## config.mk

```make
export PLATFORM = sky130hd
export DESIGN_NAME = xprog_arb
export DESIGN_NICKNAME = d
export VERILOG_FILES = /design/src/rtl/xprog_arb.sv
export SDC_FILE = /design/constraint.sdc
export NUM_CORES = 1
export LEC_CHECK = 0
export BUFFER_PORTS_ARGS = -buffer_cell sky130_fd_sc_hd__buf_2
export CORE_AREA = 8 8 86 88
export DETAILED_ROUTE_END_ITERATION = 8
export DIE_AREA = 0 0 94 96
export GPL_TIMING_DRIVEN = 0
export PLACE_DENSITY = 0.73
export SYNTH_ARGS = -nofsm -noshare
export SYNTH_HDL_FRONTEND = slang
export SYNTH_SLANG_ARGS = --single-unit
```

## constraint.sdc

```tcl
create_clock -name clk -period 2.45 [get_ports clk]
set_input_delay 0.3675 -clock clk [delete_from_list [all_inputs] [get_ports clk]]
set_output_delay 0.3675 -clock clk [all_outputs]
set_load 0.02 [all_outputs]
```

## src/rtl/xprog_arb.sv

```systemverilog
// Program-RAM data-port arbiter between a single-beat host and a bursting DMA engine.
// The host is never starved: it can cut a DMA burst short after MAX_BURST beats.
`ifndef PROG_RAM_ADDR_W
`define PROG_RAM_ADDR_W 10
`endif
`ifndef DATA_W
`define DATA_W 32
`endif

module xprog_arb #(
    parameter int ADDR_W    = `PROG_RAM_ADDR_W,
    parameter int DW        = `DATA_W,
    parameter int MAX_BURST = 16
) (
    input  logic              clk,
    input  logic              rst,
    input  logic              h_req,
    input  logic              h_we,
    input  logic [ADDR_W-1:0] h_addr,
    input  logic [DW-1:0]     h_wdata,
    output logic              h_gnt,
    output logic [DW-1:0]     h_rdata,
    output logic              h_rvalid,
    input  logic              d_req,
    input  logic              d_we,
    input  logic              d_last,
    input  logic [ADDR_W-1:0] d_addr,
    input  logic [DW-1:0]     d_wdata,
    output logic              d_gnt,
    output logic [DW-1:0]     d_rdata,
    output logic              d_rvalid,
    output logic              ram_sel,
    output logic              ram_we,
    output logic [ADDR_W-1:0] ram_addr,
    output logic [DW-1:0]     ram_wdata,
    input  logic [DW-1:0]     ram_rdata
);

    localparam logic [1:0] IDLE = 2'd0;
    localparam logic [1:0] HOST = 2'd1;
    localparam logic [1:0] DMA  = 2'd2;

    localparam int BW = (MAX_BURST > 1) ? $clog2(MAX_BURST) : 1;
    localparam logic [BW-1:0] BCNT_MAX = BW'(MAX_BURST - 1);

    logic [1:0]    state, state_nx;
    logic          last_dma, last_dma_nx;
    logic [BW-1:0] bcnt, bcnt_nx;
    logic          burst_end;

    assign h_gnt = (state == HOST) && h_req;
    assign d_gnt = (state == DMA) && d_req;

    assign ram_sel   = h_gnt | d_gnt;
    assign ram_we    = ram_sel & (h_gnt ? h_we : d_we);
    assign ram_addr  = (state == HOST) ? h_addr : d_addr;
    assign ram_wdata = (state == HOST) ? h_wdata : d_wdata;

    assign h_rdata = ram_rdata;
    assign d_rdata = ram_rdata;

    // The host may only pre-empt a burst once the DMA has had its full MAX_BURST beats.
    assign burst_end = d_gnt && (d_last || ((bcnt == BCNT_MAX) && h_req));

    always_comb begin
        state_nx    = state;
        last_dma_nx = last_dma;
        bcnt_nx     = bcnt;
        case (state)
            IDLE: begin
                bcnt_nx = '0;
                if (h_req && d_req)
                    state_nx = last_dma ? HOST : DMA;
                else if (h_req)
                    state_nx = HOST;
                else if (d_req)
                    state_nx = DMA;
            end
            HOST: begin
                bcnt_nx = '0;
                if (h_gnt) begin
                    last_dma_nx = 1'b0;
                    state_nx    = d_req ? DMA : (h_req ? HOST : IDLE);
                end else begin
                    state_nx = d_req ? DMA : IDLE;
                end
            end
            DMA: begin
                if (burst_end) begin
                    last_dma_nx = 1'b1;
                    bcnt_nx     = '0;
                    state_nx    = h_req ? HOST : (d_req ? DMA : IDLE);
                end else if (d_gnt) begin
                    if (bcnt != BCNT_MAX)
                        bcnt_nx = bcnt + 1'b1;
                end else if (h_req) begin
                    last_dma_nx = 1'b1;
                    state_nx    = HOST;
                end
            end
            default: state_nx = IDLE;
        endcase
    end

    always_ff @(posedge clk or posedge rst) begin
        if (rst) begin
            state    <= IDLE;
            last_dma <= 1'b1;
            bcnt     <= '0;
        end else begin
            state    <= state_nx;
            last_dma <= last_dma_nx;
            bcnt     <= bcnt_nx;
        end
    end

    // Read tags line up with the RAM's one-cycle read latency; reset drops any in flight.
    always_ff @(posedge clk or posedge rst) begin
        if (rst) begin
            h_rvalid <= 1'b0;
            d_rvalid <= 1'b0;
        end else begin
            h_rvalid <= h_gnt & ~h_we;
            d_rvalid <= d_gnt & ~d_we;
        end
    end

endmodule

```

==> key figures, run 1 <==
Synthesis
  • Warnings, synthesis: 0
  • Share of the synthesized area in the top cell type: between 30% and 40%
  • Share of synthesized area occupied by flip-flops and latches: between 10% and 20%
  • Most frequent cells after synthesis: sky130_fd_sc_hd__buf_4 (65), sky130_fd_sc_hd__mux2_2 (42), sky130_fd_sc_hd__inv_1 (9)
  • Biggest area contributors in the synthesized netlist: sky130_fd_sc_hd__buf_4 (31%), sky130_fd_sc_hd__mux2_2 (30%), sky130_fd_sc_hd__dfrtp_1 (13%), sky130_fd_sc_hd__buf_6 (2.9%), sky130_fd_sc_hd__inv_1 (2.2%)
  • Mean Syn Cell Area: approximately 9 um2
  • Number of enable flip-flop cells after synthesis: 0
  • Share of flip-flops with an asynchronous set or reset after synthesis: 100%
  • Number of register bits inferred by synthesis: 9
  • Count leader, synth: sky130_fd_sc_hd__buf_4
  • Number of distinct library cells after synthesis: 31
  • Mapped Area: about 1600 um2
  • Prevailing post-synth register cell: sky130_fd_sc_hd__dfrtp_1
  • Number of standard cells after synthesis: roughly 180
  • Post-synthesis cell type with the largest combined area: sky130_fd_sc_hd__buf_4
  • Net count after synthesis: about 300

Power
  • Switching portion of total power: a little under 50%
  • Ratio of total power to cell area: roughly 700 nW/um2
  • Proportion of power drawn by combinational gates: between 70% and 80%
  • Flop pwr share: 11.3%
  • Static Leakage: 1.60 nW
  • Net switching power figure: about 0.93 mW
  • Pint: between 0.9 and 1 mW
  • Worst IR Drop VDD: between 300 and 400 uV
  • Proportion of power drawn by the clock network: under 10%

Clock tree
  • Setup Fix Bufs, Post-CTS: 0
  • TritonCTS Buffers: 3
  • Post-CTS Hold Buffers: 0
  • Clock insertion delay at the later pin of the skew report: between 200 and 250 ps
  • CTS clock-pin slew for the worst setup and hold paths: 50 ps
  • Number of buffers on the longest clock path: 2
  • Quantity of gates resized following cts: 0
  • Sink count of the clock tree: 9
  • TritonCTS clock tree: done
  • Root buffer cell: sky130_fd_sc_hd__clkbuf_8
  • H-tree level count: 1

Critical path
  • Reg2reg start: bcnt[0]
  • First element of the critical path: state[1]
  • Worst reg-to-reg setup slack: ~840 ps
  • Endpoint required time on the critical path: around 2100 ps
  • Nature of the critical path endpoint: output port
  • Category of the worst setup path launch point: flop
  • Worst R2R Path Depth: 5
  • Type of the worst setup path: flop to output port
  • Highest fanout seen on the critical path: 10
  • Arrival @ worst endpoint: 1720 ps
  • Worst reg2reg endpoint: state[0]

STA
  • Max frequency: roughly 480 MHz
  • Slew of the pin with the lowest slew margin: 359 ps
  • Setup repair after global routing missed its margin: no
  • Minimum clock period after layout: about 2100 ps
  • Setup_tns: 0 ps
  • Number of failing setup endpoints in the final timing report: 0
  • Max-slew violation total from the final report: 0
  • Number of endpoints with negative hold slack in the final report: 0
  • Period utilization: between 80% and 90%
  • Relative max-transition margin: around 76%
  • Max Clock Skew: 1.04 ps

Run
  • Maxcap violations: 0

Cells and area
  • Fraction of final layout cells with drive strength greater than 1: 84.8%
  • Filler-free cell count of the finished design: about 460
  • Nets: approximately 510
  • Area of all placed cells without fillers: 2710 um2
  • Diodes inserted: 0
  • Synth-to-Final Area Change: 74.2%

Placed design
  • Count of input and output buffers: 202
  • Area of placed instances: between 2000 and 3000 um2
  • Cell count after placement: approximately 450
  • Post-detail-place hpwl: 6650 um
  • GPL Wtd Cong: a little over 0.8

Route
  • Starting DRT DRC Count: between 70 and 80
  • Post-DR vias/cell: around 4.2
  • Final wirelength: 7270 um
  • Detailed-route via count: 1,904
  • Number of detailed-route iterations in the first pass: 4
  • Final routed wire length divided by cell count: around 16 um
  • Remaining DRCs: 0
  • Post-route antenna net violation count: 0

Floorplan
  • Area of the die: around 9000 um2
  • IO Count: around 240
  • Starting density of the core: about a quarter
  • Die X-Extent: 94 um
  • Floorplan row count: 29
  • Core footprint: 6100 um2
  • Height of the die: between 90 and 100 um

Global routing
  • GRT Total Usage: about 14%
  • Residual overflow from global routing: 0
  • Number of antenna violations at the first check in global routing: 1
  • First-pass GRT wire length: about 10000 um
  • Pin count of the biggest net entering global routing: 11
  • Number of global-route vias before repair: about 1,900

Min path
  • Worst hold-check path type: input pin to async pin

Run status
  • Run status: completed
## sequential cells by signal (all words and copies together), names as in the netlist
register  flops
bcnt          4
d_rvalid      1
h_rvalid      1
last_dma      1
state         2
## power groups by stage
stage | Combinational (mW) | Clock [mW] | Sequential, mW
floorplan | 1.08 | 0 | 0.219
global placement | 1.53 | 0 | 0.218
detailed placement | 1.54 | 0 | 0.221
CTS | 1.55 | 0.183 | 0.218
global route | 1.64 | 0.192 | 0.222
finish | 1.53 | 0.179 | 0.218
## kinds of logic (layout without fill, tap and decap cells)
| group | Yosys count | after routing | synth area share, % |
|---|---|---|---|
| and+or+nand+nor | 22 | 22 | 7.17 |
| adders and majority gates | 1 | 1 | 0.805 |
| buffers and inverters | 80 | 286 | 37.0 |
| AOI/OAI and AO/OA | 21 | 21 | 9.98 |
| muxes | 42 | 42 | 30.4 |
| DFF | 9 | 9 | 14.6 |
## worst max-delay path, stage by stage (launching register included)
cell                      delay [ps]
sky130_fd_sc_hd__dfrtp_1         350
sky130_fd_sc_hd__buf_4           160
sky130_fd_sc_hd__inv_1           160
sky130_fd_sc_hd__nand2_2         160
sky130_fd_sc_hd__buf_6           200
sky130_fd_sc_hd__mux2_2          280
sky130_fd_sc_hd__buf_2           160
## through the flow
stage | setup slack, ps | hold slack [ps] | utilization [%] | power (mW)
after global placement | 606 | 357 | 43.7 | 1.74
after CTS | 335 | 101 | 44.4 | 1.95
after detailed placement | 597 | 360 | 43.7 | 1.76
after global routing | 279 | 121 | 44.4 | 2.06
after floorplan | 851 | 195 | - | 1.30
final | 364 | 86.9 | 44.4 | 1.93
## cell type report
type	instances	area, um2
Inverter	9	33.8
Timing Repair Buffer	202	1010
Buffer	71	542
Fill cell	602	3390
Multi-Input combinational cell	86	752
Clock buffer	4	45.0
Tap cell	77	96.3
Sequential cell	9	226
## layout by cell type, fill, tap and decap left out
cell	synthesis	layout
sky130_fd_sc_hd__nand2b_1	1	1
sky130_fd_sc_hd__mux2_2	42	42
sky130_fd_sc_hd__a2bb2oi_1	1	1
sky130_fd_sc_hd__a21o_1	1	1
sky130_fd_sc_hd__dfstp_2	1	1
sky130_fd_sc_hd__nor2_1	3	3
sky130_fd_sc_hd__nand2_2	1	1
sky130_fd_sc_hd__buf_2	1	203
sky130_fd_sc_hd__clkbuf_1	1	2
sky130_fd_sc_hd__nor2b_1	1	1
sky130_fd_sc_hd__o311ai_2	1	1
sky130_fd_sc_hd__a21oi_1	5	5
sky130_fd_sc_hd__nand3_1	5	5
sky130_fd_sc_hd__a32o_1	1	1
sky130_fd_sc_hd__o32a_1	1	1
sky130_fd_sc_hd__o21ai_0	6	6
sky130_fd_sc_hd__nor3_1	2	2
sky130_fd_sc_hd__dfrtp_1	8	8
sky130_fd_sc_hd__nand2_1	6	6
sky130_fd_sc_hd__a21oi_2	1	1
sky130_fd_sc_hd__or3b_1	1	1
sky130_fd_sc_hd__a41o_1	1	1
sky130_fd_sc_hd__buf_6	4	4
sky130_fd_sc_hd__clkbuf_8	0	3
sky130_fd_sc_hd__nand2b_2	1	1
sky130_fd_sc_hd__o31ai_1	1	1
sky130_fd_sc_hd__ha_1	1	1
sky130_fd_sc_hd__a22o_1	1	1
sky130_fd_sc_hd__buf_4	65	65
sky130_fd_sc_hd__o22ai_2	1	1
sky130_fd_sc_hd__and2_1	1	1
sky130_fd_sc_hd__inv_1	9	9
## worst max-delay path by stage
stage,slack [ps],end
finish,360,ram_wdata[25]
global route,280,ram_wdata[28]
CTS,330,ram_wdata[25]
detailed placement,600,ram_wdata[25]
global placement,610,ram_wdata[25]
floorplan,850,ram_addr[0]
## layer usage
metal,vias to the layer above,GRT usage [%],part of all wire [%]
li1,947,-,-
met1,823,14.1,34
met2,117,24.3,51
met3,15,7.41,13
met4,2,2.91,1.7
met5,-,0,0.18
Note: power is estimated with default switching activity, not from simulation.
==> run 2: changes to the inputs <==
- PLACE_DENSITY: 0.73 -> 0.76
- RECOVER_POWER: default -> 50
==> run 2 against run 1 <==
Effect of this change:
- highest routed layer is now met4
- via count is 0.37% higher
- combinational power hardly changed
- power is 0.81% lower
- final cell count stayed put
- global-route usage hardly changed
- hold slack better by 7.0 ps
- sequential cell count stayed put
- count of clock-buffer cells in the layout stayed put
- critical endpoint is now ram_addr[6]
- first-iteration DRC count is 53% lower
==> key figures, run 2 (synthesis gave the netlist of run 1 again) <==
Route
  • Post-DR vias/cell: between 4 and 5
  • Detailed-route via count: around 1,900
  • Remaining DRCs: 0
  • Starting DRT DRC Count: 37
  • Final wirelength: 7170 um
  • Post-route antenna net violation count: 0
  • Final routed wire length divided by cell count: approximately 16 um
  • Number of detailed-route iterations in the first pass: 4

Global routing
  • Number of global-route vias before repair: 2,014
  • GRT Total Usage: between 10 and 15%
  • Pin count of the biggest net entering global routing: 11
  • Number of antenna violations at the first check in global routing: 0
  • First-pass GRT wire length: ~10,000 um
  • Residual overflow from global routing: 0

Cells and area
  • Diodes inserted: 0
  • Filler-free cell count of the finished design: 458
  • Largest register FFs: 4
  • Most common cell after layout, fill and taps aside: sky130_fd_sc_hd__buf_2
  • Nets: about 510
  • Fraction of final layout cells with drive strength greater than 1: a little over two thirds
  • Registers with the highest flip-flop counts: bcnt: 4 flops, state: 2 flops
  • Largest register by flop count: bcnt
  • Synth-to-Final Area Change: 69.6%
  • Most frequent cells in the layout: sky130_fd_sc_hd__buf_2 (147), sky130_fd_sc_hd__buf_4 (65), sky130_fd_sc_hd__clkbuf_1 (58)

Power
  • Worst IR Drop VDD: roughly 410 uV
  • Static Leakage: ~1.4 nW
  • Ratio of total power to cell area: between 700 and 800 nW/um2

Run status
  • Run status: completed

Critical path
  • Worst reg-to-reg setup slack: ~800 ps
  • Worst R2R Path Depth: 5
  • Nature of the critical path endpoint: output port
  • Endpoint required time on the critical path: around 2100 ps
  • Worst reg2reg endpoint: bcnt[2]
  • Reg2reg start: bcnt[0]
  • Arrival @ worst endpoint: 1730 ps
  • First element of the critical path: state[1]
  • Category of the worst setup path launch point: flop
  • Highest fanout seen on the critical path: 10
  • Type of the worst setup path: flop to output port

Clock tree
  • CTS clock-pin slew for the worst setup and hold paths: 50 ps
  • Number of buffers on the longest clock path: 2
  • H-tree level count: 1
  • Setup Fix Bufs, Post-CTS: 0
  • Clock insertion delay at the later pin of the skew report: ~230 ps
  • TritonCTS Buffers: 3
  • Post-CTS Hold Buffers: 0
  • Sink count of the clock tree: 9
  • Quantity of gates resized following cts: 0
  • TritonCTS clock tree: done
  • Root buffer cell: sky130_fd_sc_hd__clkbuf_8

Placed design
  • GPL Wtd Cong: between 0.8 and 0.9
  • Cell count after placement: around 450
  • Count of input and output buffers: slightly above 200
  • Worst slack after detailed placement: around 590 ps
  • Post-detail-place hpwl: between 6000 and 7000 um

STA
  • Smallest hold slack: about 94 ps
  • Max-slew violation total from the final report: 0
  • Slew of the pin with the lowest slew margin: 367 ps
  • Number of failing setup endpoints in the final timing report: 0
  • Setup repair after global routing missed its margin: no
  • Number of endpoints with negative hold slack in the final report: 0
  • Max frequency: approximately 480 MHz
  • Minimum clock period after layout: 2100 ps
  • Period utilization: between 80% and 90%
  • Max Clock Skew: 2.73 ps
  • Relative max-transition margin: between 70% and 80%
  • Final critical-path setup slack: around 350 ps
  • Setup_tns: 0 ps

Run
  • Maxcap violations: 0

Floorplan
  • Height of the die: approximately 96 um
  • IO Count: roughly 240
  • Starting density of the core: between 20% and 30%
  • Die X-Extent: between 90 and 100 um
  • Floorplan row count: 29
  • Core footprint: about 6000 um2
  • Area of the die: 9020 um2

Min path
  • Worst hold-check path type: input pin to async pin
## run 2: cell types whose count changed in the layout (fill, tap and decap cells not counted), sizes merged
cell    change
clkbuf     +56
buf        -56
## run 2: power breakdown
| part | internal [mW] | leakage (nW) | switching (mW) |
|---|---|---|---|
| combinational | 0.670 | 1.31 | 0.849 |
| clock | 0.114 | 0.0228 | 0.0614 |
| sequential | 0.195 | 0.118 | 0.0217 |
| total | 0.979 | 1.45 | 0.932 |
## run 2: final cells by class
cell class / instances / area (um2)
Fill cell: 632 / 3460
Inverter: 9 / 33.8
Multi-Input combinational cell: 86 / 752
Clock buffer: 4 / 45.0
Timing Repair Buffer: 202 / 941
Buffer: 71 / 542
Tap cell: 77 / 96.3
Sequential cell: 9 / 226
## run 2: worst max path at each step
stage | slack [ps] | end | cells after the start
floorplan | 850 | ram_addr[0] | 5
global placement | 600 | ram_wdata[3] | 6
detailed placement | 590 | ram_wdata[16] | 6
CTS | 330 | ram_wdata[16] | 6
global route | 230 | ram_wdata[16] | 6
finish | 350 | ram_addr[6] | 6
## run 2: worst max-delay path: stages (launching register included)
cell	delay, ps
sky130_fd_sc_hd__dfrtp_1	350
sky130_fd_sc_hd__buf_4	160
sky130_fd_sc_hd__inv_1	160
sky130_fd_sc_hd__nand2_2	170
sky130_fd_sc_hd__buf_6	200
sky130_fd_sc_hd__mux2_2	280
sky130_fd_sc_hd__buf_2	170
## run 2: layer usage
layer | track usage [%] | share of wire, % | up-vias
met1 | 14.6 | 35 | 837
li1 | - | - | 944
met3 | 5.77 | 11 | 4
met4 | 1.32 | 0.74 | 0
met2 | 25.7 | 53 | 126
met5 | 0 | 0 | -
## run 2: metrics by stage
stage               total power, mW  instance area, um2  utilization [%]
floorplan                      1.30                1550                -
detailed placement             1.76                2660             43.7
finish                         1.91                2640             43.2
CTS                            1.94                2710             44.4
global route                   2.04                2640             43.2
global placement               1.74                2660             43.7
